===== src/rtl/cat_pkg.sv =====
// Shared constants and the video timing bundle for the cat sprite overlay.
// Optional feature macro CAT_TRANSPARENCY_EN is consumed by draw_cat.
package cat_pkg;

    localparam int          CAT_X_SIZE = 64;
    localparam int          CAT_Y_SIZE = 64;
    localparam logic [11:0] KEY_COLOR  = 12'hF0F;
    localparam int          PIPE_LAT   = 3;

    typedef struct packed {
        logic [10:0] hcount;
        logic [10:0] vcount;
        logic        hsync;
        logic        vsync;
        logic        hblnk;
        logic        vblnk;
    } timing_t;

endpackage


===== src/rtl/timing_delay.sv =====
// N-stage delay line for the timing bundle plus a 12-bit side channel.
// All stages clear asynchronously on reset.
module timing_delay
    import cat_pkg::*;
#(
    parameter int N = 2
) (
    input  logic        clk,
    input  logic        rst_n,
    input  timing_t     t_in,
    input  logic [11:0] side_in,
    output timing_t     t_out,
    output logic [11:0] side_out
);

    timing_t     t_q [N];
    logic [11:0] s_q [N];

    // shift the bundle and side channel one stage per clock
    always_ff @(posedge clk or negedge rst_n) begin
        if (!rst_n) begin
            for (int i = 0; i < N; i++) begin
                t_q[i] <= '0;
                s_q[i] <= '0;
            end
        end else begin
            t_q[0] <= t_in;
            s_q[0] <= side_in;
            for (int i = 1; i < N; i++) begin
                t_q[i] <= t_q[i-1];
                s_q[i] <= s_q[i-1];
            end
        end
    end

    assign t_out    = t_q[N-1];
    assign side_out = s_q[N-1];

endmodule


===== src/rtl/draw_cat.sv =====
// Cat sprite overlay: 3-stage pipeline compositing a ROM sprite on video.
// Define CAT_TRANSPARENCY_EN to treat KEY_COLOR sprite pixels as see-through.
module draw_cat
    import cat_pkg::timing_t;
    import cat_pkg::PIPE_LAT;
#(
    parameter int          CAT_X_SIZE = cat_pkg::CAT_X_SIZE,
    parameter int          CAT_Y_SIZE = cat_pkg::CAT_Y_SIZE,
    parameter logic [11:0] KEY_COLOR  = cat_pkg::KEY_COLOR
) (
    input  logic        clk,
    input  logic        rst_n,
    input  logic [11:0] xpos,
    input  logic [11:0] ypos,
    input  logic [10:0] hcount_in,
    input  logic [10:0] vcount_in,
    input  logic        hsync_in,
    input  logic        vsync_in,
    input  logic        hblnk_in,
    input  logic        vblnk_in,
    input  logic [11:0] rgb_in,
    input  logic [11:0] rgb_pixel,
    output logic [11:0] pixel_addr,
    output logic [10:0] hcount_out,
    output logic [10:0] vcount_out,
    output logic        hsync_out,
    output logic        vsync_out,
    output logic        hblnk_out,
    output logic        vblnk_out,
    output logic [11:0] rgb_out
);

`ifdef CAT_TRANSPARENCY_EN
    localparam bit TRANSP_EN = 1'b1;
`else
    localparam bit TRANSP_EN = 1'b0;
`endif

    logic [11:0] x_lat;
    logic [11:0] y_lat;
    logic        vblnk_d;
    logic        in_cat1;
    logic        in_cat2;

    timing_t     t_in;
    timing_t     t2;
    logic [11:0] rgb2;

    logic [12:0] hc13;
    logic [12:0] vc13;
    logic [12:0] x13;
    logic [12:0] y13;
    logic        in_cat;
    logic [5:0]  addrx;
    logic [5:0]  addry;
    logic        is_key;
    logic [11:0] rgb_next;

    assign t_in = '{
        hcount: hcount_in,
        vcount: vcount_in,
        hsync:  hsync_in,
        vsync:  vsync_in,
        hblnk:  hblnk_in,
        vblnk:  vblnk_in
    };

    // widened compares keep positions near 4095 from wrapping into view
    assign hc13   = {2'b00, hcount_in};
    assign vc13   = {2'b00, vcount_in};
    assign x13    = {1'b0, x_lat};
    assign y13    = {1'b0, y_lat};
    assign in_cat = (hc13 >= x13) && (hc13 < x13 + 13'(CAT_X_SIZE))
                 && (vc13 >= y13) && (vc13 < y13 + 13'(CAT_Y_SIZE));
    assign addrx  = hcount_in[5:0] - x_lat[5:0];
    assign addry  = vcount_in[5:0] - y_lat[5:0];

    // position is sampled once per frame at the start of vertical blanking
    always_ff @(posedge clk or negedge rst_n) begin
        if (!rst_n) begin
            vblnk_d <= 1'b0;
            x_lat   <= '0;
            y_lat   <= '0;
        end else begin
            vblnk_d <= vblnk_in;
            if (vblnk_in && !vblnk_d) begin
                x_lat <= xpos;
                y_lat <= ypos;
            end
        end
    end

    // stage 1 address and hit flag, stage 2 hit flag aligned with rom data
    always_ff @(posedge clk or negedge rst_n) begin
        if (!rst_n) begin
            pixel_addr <= '0;
            in_cat1    <= 1'b0;
            in_cat2    <= 1'b0;
        end else begin
            pixel_addr <= {addry, addrx};
            in_cat1    <= in_cat;
            in_cat2    <= in_cat1;
        end
    end

    timing_delay #(
        .N(PIPE_LAT - 1)
    ) u_delay (
        .clk      (clk),
        .rst_n    (rst_n),
        .t_in     (t_in),
        .side_in  (rgb_in),
        .t_out    (t2),
        .side_out (rgb2)
    );

    assign is_key = TRANSP_EN && (rgb_pixel == KEY_COLOR);

    // blanking wins, then an opaque sprite pixel, else the background
    always_comb begin
        rgb_next = rgb2;
        if (t2.hblnk || t2.vblnk)
            rgb_next = 12'h000;
        else if (in_cat2 && !is_key)
            rgb_next = rgb_pixel;
    end

    // stage 3 output register
    always_ff @(posedge clk or negedge rst_n) begin
        if (!rst_n) begin
            hcount_out <= '0;
            vcount_out <= '0;
            hsync_out  <= 1'b0;
            vsync_out  <= 1'b0;
            hblnk_out  <= 1'b0;
            vblnk_out  <= 1'b0;
            rgb_out    <= '0;
        end else begin
            hcount_out <= t2.hcount;
            vcount_out <= t2.vcount;
            hsync_out  <= t2.hsync;
            vsync_out  <= t2.vsync;
            hblnk_out  <= t2.hblnk;
            vblnk_out  <= t2.vblnk;
            rgb_out    <= rgb_next;
        end
    end

endmodule


===== config.mk =====
export PLATFORM = sky130hd
export DESIGN_NAME = draw_cat
export DESIGN_NICKNAME = d
export VERILOG_FILES = /design/src/rtl/cat_pkg.sv /design/src/rtl/timing_delay.sv /design/src/rtl/draw_cat.sv
export SDC_FILE = /design/constraint.sdc
export NUM_CORES = 1
export LEC_CHECK = 0
export BUFFER_PORTS_ARGS = -buffer_cell sky130_fd_sc_hd__buf_2
export CAP_MARGIN = 10
export CORE_ASPECT_RATIO = 0.8
export CORE_MARGIN = 5
export CORE_UTILIZATION = 45
export CTS_CLUSTER_SIZE = 40
export DETAILED_ROUTE_END_ITERATION = 10
export HOLD_SLACK_MARGIN = 0.08
export MAX_ROUTING_LAYER = met4
export PLACE_DENSITY = 0.66
export SKIP_LAST_GASP = 1
export SYNTH_ARGS = -nofsm -noshare
export SYNTH_HDL_FRONTEND = slang
export SYNTH_HIERARCHICAL = 1
export SYNTH_SLANG_ARGS = --single-unit

===== constraint.sdc =====
create_clock -name clk -period 2.5 [get_ports clk]
set_input_delay 0.25 -clock clk [delete_from_list [all_inputs] [get_ports clk]]
set_output_delay 0.25 -clock clk [all_outputs]
set_load 0.005 [all_outputs]

After elaboration in Yosys (flattened, before gate mapping)
Cells that the tools add are included.
W data, S select, Z words.

cells by class
  reductions and logical operators = 6
  $lt $le $gt $ge = 4
  $add $sub $neg = 4
  mux-type cells = 2

operators by type and width
  cell                     count
  $add A12 B7 Y13 const B  2
  $lt A11 B13 Y1           2
  $ge A11 B12 Y1           2
  $mux W12                 2
  $sub A6 B6 Y6            2
  $logic_and A1 B1 Y1      4
  $logic_not A1 Y1         1
  $logic_or A1 B1 Y1       1

word-level totals
  output and inout port bits = 50
  bits of input ports = 76
  register bits = 152

Depth between registers and ports, before layout
  depth after elaboration = 5
  depth in mapped cells = 9
  gate-level depth less buffers = 9

Cells and area by module
The synthesis kept the hierarchy.

by module, submodules not included
  module        area an instance (um2)  times used  cells each
  draw_cat      3,555.9                 1           316
  timing_delay  2,187.1                 1           114

Worst setup path before layout
Ideal clock, no wire load.

  kind = register to register
  start point = reg x_lat[6]
  end point = reg in_cat1
  arrival time = 1.787 ns
  clock period less this slack = 1.888 ns
  cell stages (with the launch flop) = 10
  setup slack = 0.612 ns
  cell sequence = dfrtp_1 ha_1 nand3_1 xnor2_1 ha_1 o21ai_0 a21oi_1 o32ai_1 o211ai_1 nor4bb_1

on the way
  word-level cells in the longest chain between the ends = 5
  elaborated cells between the ends (all ways) = 6
  those cells by class = add/sub: 1; order compare: 2; reduce/logical: 3

RTL lines
  element                                line             text
  start: declaration                     draw_cat.sv:39   logic [11:0] x_lat;
  start signal: assignment               draw_cat.sv:87   x_lat <= xpos;
  $add A12 B7 Y13                        draw_cat.sv:73   assign in_cat = (hc13 >= x13) && (hc13 < x13 + 13'(CAT_X_SIZE))
  $lt A11 B13 Y1                         draw_cat.sv:73
  $logic_and A1 B1 Y1 (*)                draw_cat.sv:73
  $logic_and A1 B1 Y1 (*) (2 in series)  draw_cat.sv:74   && (vc13 >= y13) && (vc13 < y13 + 13'(CAT_Y_SIZE));
  via in_cat                             draw_cat.sv:53   logic in_cat;
  end signal: assignment                 draw_cat.sv:101  in_cat1 <= in_cat;
  end: declaration                       draw_cat.sv:42   logic in_cat1;

The timed path passes the listed nets; every way through them passes the cells marked *.
A chain may end at the register's enable or synchronous reset.

Worst setup path after layout
Ends and elaborated chain as after synthesis.

==> reports/qor.csv <==
metric,value,unit
Reg2Reg Setup Slack,0.29,ns
core area,12300,µm²
Synth Instances,430,
GP Congestion,0.782,
diode count,0,
number of synthesized flops with an enable pin,0,
post-layout util,0.618,
final setup TNS,0,ns
Clock Tree Buf Depth,2,
Vias/cell,4.51,
peak supply drop,0.482,mV
Area Overhead vs Synth,32.8,%
Routed WL,11100,µm
critical path class,flop to flop,
Post-DP HPWL,7850,µm
Pleak,3.67,nW
critical-path maximum fanout,4,
"Avg Cell Area, Syn",13.4,µm²
"Seq/Total Area, Yosys",0.667,
syn nets,542,
Clock Skew,0.00910,ns
largest net degree at the start of global routing,59,
die area,15100,µm²
vias,3571,
Yosys warning count,6,
fin nets,720,
row cnt,36,
initial antenna violation count,0,
data arrival time of the worst path,2.52,ns
Register Area,3830,µm²
max-cap violation count,0,
Worst Hold Class,input port to flop,
Congestion Overflow GR,0,
Sink Count,153,
drc violations,0,
Final min period,2.21,ns
Tot GR Track Use,0.164,
post-route worst setup slack,0.287,ns
clk slew on worst S/H paths,0.06,ns
dpl ws,0.279,ns
initial core utilization,0.465,
Slew @ Worst Pin,0.656,ns
"Primary FF master, synth",dfrtp_1,
CP required,2.81,ns
Detail Route Antenna Nets,0,
root buf cell,clkbuf_16,
top cell type's share of synthesized area,0.667,
status,finished clean,
Die Width,136,µm
Buffers on Ports,125,
top cells by area in the synthesized netlist,"dfrtp_1 67%, ha_1 7.4%, buf_4 5.0%, o21ai_0 2.3%, mux2i_1 2.1%",
Synth cell types,40,
# resized after CTS,0,
maximum clock frequency,452,MHz
crit share post-route,0.885,
Max-slew headroom,0.563,
PwrDens,783,nW/µm²
Hold Path Cell Cnt,3,
DR iter-0 viols,137,
Layout fillers,980,
Initial DRT Pass Iterations,4,
total CTS buffers,17,
CP Capture Type,flop,
# setup viols final,0,
first-pass GRT wire length,18600,µm
drt wl/cell,14.0,µm
type of origin of the critical path,flop,
Synth area leader,dfrtp_1,
share of post-route cells with drive strength above 1,0.280,
max-slew violation count,0,
footprint of the multi-input gates,1480,µm²
Fin. Hold Viols,0,
vias in the first global route,3886,
clk_lat worst skew,0.42,ns
CTS tree,done,
register bit total from synthesis,153,
Die Height,111,µm
Syn Std Cell Area,5740,µm²
# H-tree levels,4,
reg2reg path depth,9,
Async SR Flop Fraction,1.00,
RSZ-0062 raised after global routing,false,
I/O pin count,126,
overall power,5.98,mW
report_power, final:
part	leakage [nW]	internal [mW]	switching (mW)
registers	1.82	2.68	0.0821
clock network	0.262	1.40	0.987
logic	1.59	0.414	0.412
total	3.67	4.50	1.48
per-layer routing:
layer / routed length (µm) / track usage / vias up
li1: - / - / 1752
met1: 4650 / 0.195 / 1698
met2: 5610 / 0.261 / 106
met3: 692 / 0.0485 / 15
met4: 165 / 0.0658 / 0
met5: 0 / - / -
worst max-delay path, cell delays in order (launching register included):
cell and delay (ns):
dfrtp_1 0.39, ha_1 0.23, nand3_1 0.10, xnor2_1 0.18, ha_1 0.27, o21ai_0 0.09
a21oi_1 0.07, o32ai_1 0.32, o211ai_1 0.14, nor4bb_1 0.31
cells in the mapped netlist, types with 2 or more instances:
| cell | number |
|---|---|
| mux2_2 | 5 |
| clkbuf_1 | 6 |
| nand3_1 | 6 |
| o211ai_1 | 2 |
| o21ai_0 | 26 |
| a21boi_0 | 2 |
| nor2_1 | 21 |
| mux2i_1 | 12 |
| dfrtp_1 | 153 |
| buf_4 | 38 |
| nor4b_1 | 2 |
| ha_1 | 34 |
| a21oi_1 | 13 |
| a21o_1 | 7 |
| nor2b_1 | 4 |
| o21a_1 | 5 |
| xnor2_1 | 11 |
| inv_1 | 32 |
| fa_1 | 2 |
| o31ai_1 | 2 |
| nand2_1 | 28 |
kinds of logic (layout without fill, tap and decap cells):
family / after synthesis / count (layout) / share of synthesized area
compound gates: 65 / 65 / 0.0702
xor+xnor: 12 / 12 / 0.0183
fa+ha+maj: 36 / 36 / 0.0810
buf+inv: 77 / 268 / 0.0754
flops: 153 / 153 / 0.667
mux: 17 / 17 / 0.0307
simple gates: 70 / 70 / 0.0577
per-stage QoR:
step	std cells	area (µm²)	hold WS (ns)
3_3_place_gp	688	6340	0.247
6_report	792	7630	0.108
4_1_cts	792	7630	0.0848
5_1_grt	792	7630	0.0876
3_5_place_dp	688	6340	0.253
2_1_floorplan	430	5740	-0.0456
worst paths after layout:
path,startpoint,to
min reg2reg,u_delay/t_out[5]$_DFF_PN0_,vcount_out[1]$_DFF_PN0_
max reg2reg,x_lat[6]$_DFFE_PN0P_,in_cat1$_DFF_PN0_
max,x_lat[6]$_DFFE_PN0P_,in_cat1$_DFF_PN0_
min in group asynchronous,rst_n,u_delay/t_out[15]$_DFF_PN0_
min,rgb_pixel[1],rgb_out[1]$_DFF_PN0_
max in group asynchronous,rst_n,u_delay/t_out[12]$_DFF_PN0_
flip-flops by register name, indices dropped and copies added, names as in the netlist:
name              count
hblnk_out             1
hcount_out           11
hsync_out             1
in_cat1               1
in_cat2               1
pixel_addr           12
rgb_out              12
u_delay/s_q          12
u_delay/side_out     12
u_delay/t_out        26
u_delay/t_q          26
vblnk_d               1
vblnk_out             1
vcount_out           11
vsync_out             1
x_lat                12
y_lat                12
cell type report:
| class | count | share of cell area |
|---|---|---|
| Sequential cell | 153 | 0.502 |
| Clock buffer | 19 | 0.0581 |
| Clock inverter | 13 | 0.0159 |
| Timing Repair Buffer | 204 | 0.186 |
| Multi-Input combinational cell | 200 | 0.195 |
| Inverter | 32 | 0.0157 |
| Tap cell | 171 | 0.0280 |
layout by cell type, fill, tap and decap left out, types with 2 or more instances in the layout:
| cell | n |
|---|---|
| buf_4 | 6 |
| inv_1 | 32 |
| dfrtp_1 | 153 |
| xnor2_1 | 11 |
| nor4b_1 | 2 |
| nor2b_1 | 3 |
| nand3_1 | 6 |
| a21o_1 | 7 |
| nand2_1 | 28 |
| o31ai_1 | 2 |
| o21a_1 | 5 |
| o21ai_0 | 26 |
| buf_2 | 124 |
| inv_6 | 3 |
| o211ai_1 | 2 |
| mux2_2 | 5 |
| ha_1 | 34 |
| clkbuf_16 | 17 |
| a21boi_0 | 2 |
| a21oi_1 | 13 |
| nor2_1 | 21 |
| clkinv_2 | 2 |
| mux2i_1 | 12 |
| clkinv_4 | 2 |
| dlygate4sd3_1 | 72 |
| clkinvlp_4 | 5 |
| fa_1 | 2 |
timing repair:
| item | CTS | global route |
|---|---|---|
| hold buffers | 72 | 0 |
| endpoints found under the hold margin | 126 | 0 |
| setup buffers | 0 | 0 |
No activity file was read; power rests on OpenSTA's default activity.
